<file path="config.mk">
export PLATFORM = sky130hd
export DESIGN_NAME = asynchronous_fifo
export DESIGN_NICKNAME = d
export VERILOG_FILES = /design/src/rtl/asynchronous_fifo.sv
export SDC_FILE = /design/constraint.sdc
export NUM_CORES = 2
export LEC_CHECK = 0
export BUFFER_PORTS_ARGS = -buffer_cell sky130_fd_sc_hd__buf_2
export CELL_PAD_IN_SITES_DETAIL_PLACEMENT = 0
export CELL_PAD_IN_SITES_GLOBAL_PLACEMENT = 1
export CORE_MARGIN = 2
export CORE_UTILIZATION = 50
export CTS_CLUSTER_DIAMETER = 120
export DETAILED_ROUTE_END_ITERATION = 12
export PLACE_DENSITY_LB_ADDON = 0.1
export SYNTH_ARGS = -nofsm -noshare
export SYNTH_HDL_FRONTEND = slang
export SYNTH_SLANG_ARGS = --single-unit
</file>
<file path="constraint.sdc">
create_clock -name clk_w -period 5 [get_ports clk_w]
set_input_delay 0.75 -clock clk_w [delete_from_list [all_inputs] [get_ports clk_w]]
set_output_delay 0.75 -clock clk_w [all_outputs]
set_load 0.05 [all_outputs]
</file>
<file path="src/rtl/asynchronous_fifo.sv">
// asynchronous_fifo: single-clock register-array FIFO with a registered read port,
// an occupancy count and full/empty flags decoded from that count.
module asynchronous_fifo #(
   parameter int DATA_WIDTH = 32,
   parameter int DEPTH      = 128,
   parameter int PTR        = 8
) (
   input  logic                  clk_w,
   input  logic                  rst,
   input  logic                  wr_en,
   input  logic                  rd_en,
   input  logic [DATA_WIDTH-1:0] buff_in,
   output logic [DATA_WIDTH-1:0] buff_out,
   output logic [DEPTH-1:0]      fifo_counter,
   output logic                  buf_empty,
   output logic                  buf_full
);

   localparam int AW = PTR - 1;
   localparam logic [AW-1:0]  ADDR_ONE = AW'(1'b1);
   localparam logic [PTR-1:0] CNT_ONE  = PTR'(1'b1);
   localparam logic [PTR-1:0] CNT_FULL = PTR'(DEPTH);

   logic [DATA_WIDTH-1:0] mem_r [DEPTH];
   logic [AW-1:0]         wr_ptr_r;
   logic [AW-1:0]         rd_ptr_r;
   logic [PTR-1:0]        count_r;
   logic [DATA_WIDTH-1:0] buff_out_r;
   logic                  empty_s;
   logic                  full_s;
   logic                  wr_acc_s;
   logic                  rd_acc_s;

   assign empty_s = (count_r == {PTR{1'b0}});
   assign full_s  = (count_r == CNT_FULL);

   // Qualify requests against the flags; a rejected request has no side effect.
   always_comb begin
      wr_acc_s = 1'b0;
      rd_acc_s = 1'b0;
      if (wr_en && !full_s) begin
         wr_acc_s = 1'b1;
      end else begin
         wr_acc_s = 1'b0;
      end
      if (rd_en && !empty_s) begin
         rd_acc_s = 1'b1;
      end else begin
         rd_acc_s = 1'b0;
      end
   end

   // Storage array; contents are intentionally left untouched by reset.
   always_ff @(posedge clk_w) begin
      if (wr_acc_s) begin
         mem_r[wr_ptr_r] <= buff_in;
      end
   end

   // Write pointer wraps naturally at DEPTH since it is exactly PTR-1 bits wide.
   always_ff @(posedge clk_w or negedge rst) begin
      if (!rst) begin
         wr_ptr_r <= {AW{1'b0}};
      end else if (wr_acc_s) begin
         wr_ptr_r <= wr_ptr_r + ADDR_ONE;
      end
   end

   // Read pointer and registered read data; same-address read sees the old word.
   always_ff @(posedge clk_w or negedge rst) begin
      if (!rst) begin
         rd_ptr_r   <= {AW{1'b0}};
         buff_out_r <= {DATA_WIDTH{1'b0}};
      end else if (rd_acc_s) begin
         rd_ptr_r   <= rd_ptr_r + ADDR_ONE;
         buff_out_r <= mem_r[rd_ptr_r];
      end
   end

   // Occupancy count: net effect of accepted write and read on this edge.
   always_ff @(posedge clk_w or negedge rst) begin
      if (!rst) begin
         count_r <= {PTR{1'b0}};
      end else begin
         case ({wr_acc_s, rd_acc_s})
            2'b10:   count_r <= count_r + CNT_ONE;
            2'b01:   count_r <= count_r - CNT_ONE;
            default: count_r <= count_r;
         endcase
      end
   end

   assign buff_out     = buff_out_r;
   assign fifo_counter = {{(DEPTH-PTR){1'b0}}, count_r};
   assign buf_empty    = empty_s;
   assign buf_full     = full_s;

endmodule

</file>
**Word level (Yosys, flattened, before mapping)**

Memory sizes are Yosys's and may differ from the RTL's. A register that Yosys moved wholly into a read port is not among the register bits.
Cells that the tools add are included.

- Memories: 1
- Memory bits (writable): 4096
- Flip-flop bits (word level): 22
- Logic and storage cells: 23
- Output and inout bits: 162

Memory list:

| name | depth | width | read ports | clocked after Yosys merged registers in | wr ports | RTL line | RTL |
|---|---|---|---|---|---|---|---|
| mem_r | 128 | 32 | 1 | 1 | 1 | 24 | `logic [DATA_WIDTH-1:0] mem_r [DEPTH];` |

- Mux-type cells: 5
- Equality and inequality tests: 3
- Add/sub/neg operators: 4
- Reductions and logical operators: 7

Operators with widths:

| operator | number |
|---|---|
| $pmux W8 S2 | 1 |
| $add A7 B1 Y7 const B | 2 |
| $add A8 B1 Y8 const B | 1 |
| $eq A8 B8 Y1 const B | 1 |
| $logic_not A8 Y1 | 1 |
| $sub A8 B1 Y8 const B | 1 |
| $mux W1 | 4 |
| $logic_not A1 Y1 | 3 |
| $eq A2 B1 Y1 const B | 1 |
| $eq A2 B2 Y1 const B | 1 |
| $logic_and A1 B1 Y1 | 2 |
| $reduce_bool A2 Y1 | 1 |

**Longest topological paths before layout**

- Depth in word-level cells: 6
- Mapped depth: 13
- Depth with buffers taken out: 11

**Least setup slack after synthesis**

No wires, ideal clock.

- Kind: reg-to-reg
- Start point: register count_r[4]
- End point: register count_r[7]
- Period minus slack after synthesis: 3.987 ns
- Data required time: 4.912 ns
- Stages on the path, launching flop included: 14
- Setup time: 0.088 ns
- Slack: 1.013 ns
- Arrival time: 3.899 ns
- Cell sequence: dfrtp_1 > or4_4 > o31ai_4 > inv_1 > buf_2 > buf_1 > ha_1 > ha_1 > a21o_1 > a21oi_1 > o21bai_1 > a2111o_1 > a2111o_1 > o211ai_1

- Word-level cells in the longest chain between the ends: 6
- Elaborated cells on any way between the ends: 14
- Those cells by class: 2 x add/sub; 3 x eq/ne; 3 x mux; 6 x reduce/logical

Ends and longest elaborated chain:

| item | RTL line | RTL |
|---|---|---|
| start, declared | 27 | `logic [PTR-1:0] count_r;` |
| start signal, assigned | 83 | `count_r <= {PTR{1'b0}};` |
| start signal, assigned | 86 | `2'b10: count_r <= count_r + CNT_ONE;` |
| start signal, assigned | 87 | `2'b01: count_r <= count_r - CNT_ONE;` |
| $logic_not A8 Y1 (*) | 34 | `assign empty_s = (count_r == {PTR{1'b0}});` |
| $logic_not A1 Y1 (*) | 46 | `if (rd_en && !empty_s) begin` |
| $logic_and A1 B1 Y1 (*) | 46 |  |
| $mux W1 (*) | 46 |  |
| net rd_acc_s | 32 | `logic rd_acc_s;` |
| $eq A2 B1 Y1 / $eq A2 B2 Y1 (equally long branches) | 85 | `case ({wr_acc_s, rd_acc_s})` |
| $pmux W8 S2 / $reduce_bool A2 Y1 (equally long branches) | - |  |

The timed path passes the listed nets; every way through them passes the cells marked *.
A chain may end at the register's enable or synchronous reset.

==> out/metrics.yaml <==
outcome:
  status: "finished with violations"
  violations: "capacitance limit, slew limit"
clock_network:
  cts_root_buffer: "clkbuf_16"
  hold_buffers: 1
  cts_tree: "yes"
  cts_max_level: 5
  post_cts_buffers: 0
  post_cts_resized: 0
  clk_pin_slew_worst_paths_ns: 0.06
  numCtsBuffers: 425
  clock_latency_ns: 0.98
  clk_path_buf_depth: 4
  clock_sinks: 4150
setup_path:
  startpoint: "rd_ptr_r[1]"
  path_delay_family: "compound AO/OA/AOI/OAI gates"
  required_ns: 5.87
  crit-reg2reg-launch: "rd_ptr_r[1]"
  critical_path_class: "flop to flop"
  critPathMaxStageDelay_ns: 1.08
  cp_num_buf_inv: 2
  critical_path_arrival_ns: 5.34
  worst_setup_path_start_kind: "flop"
  crit_fanout: 27
  crit_path_top_delay_cell: "o32ai_1"
  crit_chain: "buf_12, or3b_2, o221ai_1, a21oi_1, o32ai_1, buf_4, a211oi_1, nor3_1"
  worstSetupEndpointType: "flop"
timing:
  slew_viol_final: 2
  final-setup-viol-count: 0
  rsz0062_at_grt: "false"
  post-route-period-util_pct: 89.4
  hold_viol_final: 0
  fin_tns_setup_ns: 0
  hold_ws_ns: 0.150
  min_period_ns: 4.47
  fmax_mhz: 224
  max_slew_margin_pct: -1.36
  worst_slew_pin_slew_ns: 1.50
  skew_ns: 0.0579
place:
  dpl_cell_area_sq_um: 169000
  io_buffers: 77
  gp_congestion: 0.912
  place_hpwl_um: 302000
global_route:
  busiest_layer: "met1"
  grt_max_degree: 117
  groute.usage.overall_pct: 30.0
  use_met2_pct: 43.8
  met1_usage_pct: 44.5
  grt_pass1_vias: 78000
  grt_pass1_wl_um: 664000
  grt_use_met3_pct: 7.41
  grt_overflow: 0
  antenna_found_initial: 40
logic_synthesis:
  synth_top_area_share_pct: 76.5
  seq_area_frac_synth_pct: 77.4
  synth-seq-cells: 4150
  synthTopCellsByArea: "edfxtp_1 77%, mux4_2 12%, mux2i_1 3.1%"
  synth_edf_count: 4096
  ys_async_sr_fraction_pct: 1.30
  synth_commonest_cells: "4096 x edfxtp_1, 863 x mux4_2, 501 x mux2i_1"
  synth_top_area_cell: "edfxtp_1"
  yosysMostFrequentCell: "edfxtp_1"
  synthCells: 7363
  avgSynthCellArea_sq_um: 21.8
  synth_area_sq_um: 161000
  synth_cell_types: 78
  synthFlopType: "edfxtp_1"
  ys_warn_count: 0
finish:
  area_growth_syn_to_layout_pct: 13.6
  final_cell_area_sq_um: 183000
  layout-drive-gt1-share_pct: 26.8
  nNetsFinal: 7978
power_and_ir_drop:
  finalPower_mw: 102
  vdd_ir_drop_max_v: 0.000440
  pwr_density_cell_nw_per_um2: 561
  p_leak_nw: 58.4
route:
  drt_iter0_markers: 12800
  drc: 0
  drt_wl_total_um: 489000
  ant_nets: 0
  viasPerCell: 6.47
  firstDrtPassIters: 6
  wl_per_cell_um: 38.8
  vias: 81600
floorplanning:
  die_w_um: 571
  start_util_pct: 50.2
  io_pins: 198
  dieArea_sq_um: 326000
  die_h_um: 571
  fp-row-count: 208
  coreArea_sq_um: 320000
hold_path:
  hold_start: "buff_in[21]"
  hp-class: "input port to flop"
run:
  maxCapViolCount: 4
-- report_power, final --
group	total, mW	switching [mW]	internal [mW]	leakage [nW]
Sequential	40.1	1.08	39.1	37.4
Combinational	30.8	19.6	11.2	14.2
Clock	31.6	13.4	18.2	6.73
-- per-layer routing --
metal	vias to the layer above	wire (um)
met3	630	53800
li1	32000	-
met2	4486	218000
met5	-	29
met4	4	19100
met1	44500	198000
-- per-stage QoR --
step | utilization, % | instances | worst slack (ns)
after floorplan | - | 7482 | 1.01
after global placement | 52.7 | 11800 | 0.526
after detailed placement | 52.7 | 11800 | 0.543
after CTS | 57.0 | 12600 | 0.509
after global routing | 57.0 | 12600 | 0.555
final | 57.0 | 12600 | 0.530
-- worst reg2reg max path, stage by stage (launching register included) --
cell	delay (ns)
dfrtp_4	0.93
buf_12	0.36
or3b_2	0.78
o221ai_1	0.54
a21oi_1	0.08
o32ai_1	1.08
buf_4	0.27
a211oi_1	0.07
nor3_1	0.26
-- placed cells by master, fill, tap and decap left out, types with 12 or more instances in the layout --
cell type      n
clkinvlp_4    16
nand3_1       38
nor2_4       130
a211o_1       17
mux2i_1      501
clkinv_2      85
xnor2_1       14
buf_12        62
nor4_1        17
nor2_1        67
mux2_2        23
clkbuf_1      77
bufinv_16     44
a22o_1        25
mux4_2       863
a2111oi_0     12
clkinv_1     103
a21oi_1       97
o21ai_0       57
nor3_1        33
nand4_1       23
edfxtp_1    4096
o22ai_1       70
a22oi_1      121
buf_2         46
a221oi_1      39
a211oi_1      30
clkbuf_16    431
buf_4        440
a221o_1       21
dfrtp_1       48
o221ai_1      58
o211ai_1      24
nand2_1      191
conb_1       120
-- registers in the layout, indices dropped and copies added (netlist names) --
register  flops
mem_r      4096
buff_out     32
rd_ptr_r      7
wr_ptr_r      7
count_r       8
-- area by class of cell --
cell class / instances / area, sq um
clock buffers: 515 / 11200
diodes: 7 / 17.5
fillers: 23700 / 138000
inverters: 14 / 60.1
well taps: 4305 / 5390
flip-flops and latches: 4150 / 124000
multi-input cells: 2792 / 34200
clock inverters: 271 / 2620
repair buffers: 549 / 4780
-- cell families (layout without fill, tap and decap cells) --
| logic type | Yosys count | after routing | synth area share (%) |
|---|---|---|---|
| flip-flops | 4150 | 4150 | 77.4 |
| multiplexers | 1387 | 1387 | 15.4 |
| AO/OA/AOI/OAI | 666 | 666 | 3.06 |
| AND/OR/NAND/NOR | 591 | 591 | 1.66 |
| buffers and inverters | 540 | 1349 | 2.36 |
| XOR/XNOR | 18 | 18 | 0.0981 |
| adder cells (fa/ha/maj) | 10 | 10 | 0.0825 |
| other | 1 | 127 | 0.00233 |
-- final timing paths --
check	to	cells past startpoint	slack, ns
max	buff_out[21]	8	0.53
min	mem_r[24][21]	1	0.15
max reg2reg	buff_out[21]	8	0.53
min reg2reg	count_r[5]	2	0.55
max in group asynchronous	rd_ptr_r[3]	3	3.59
min in group asynchronous	rd_ptr_r[1]	2	0.19
(Power assumes the default switching activity.)
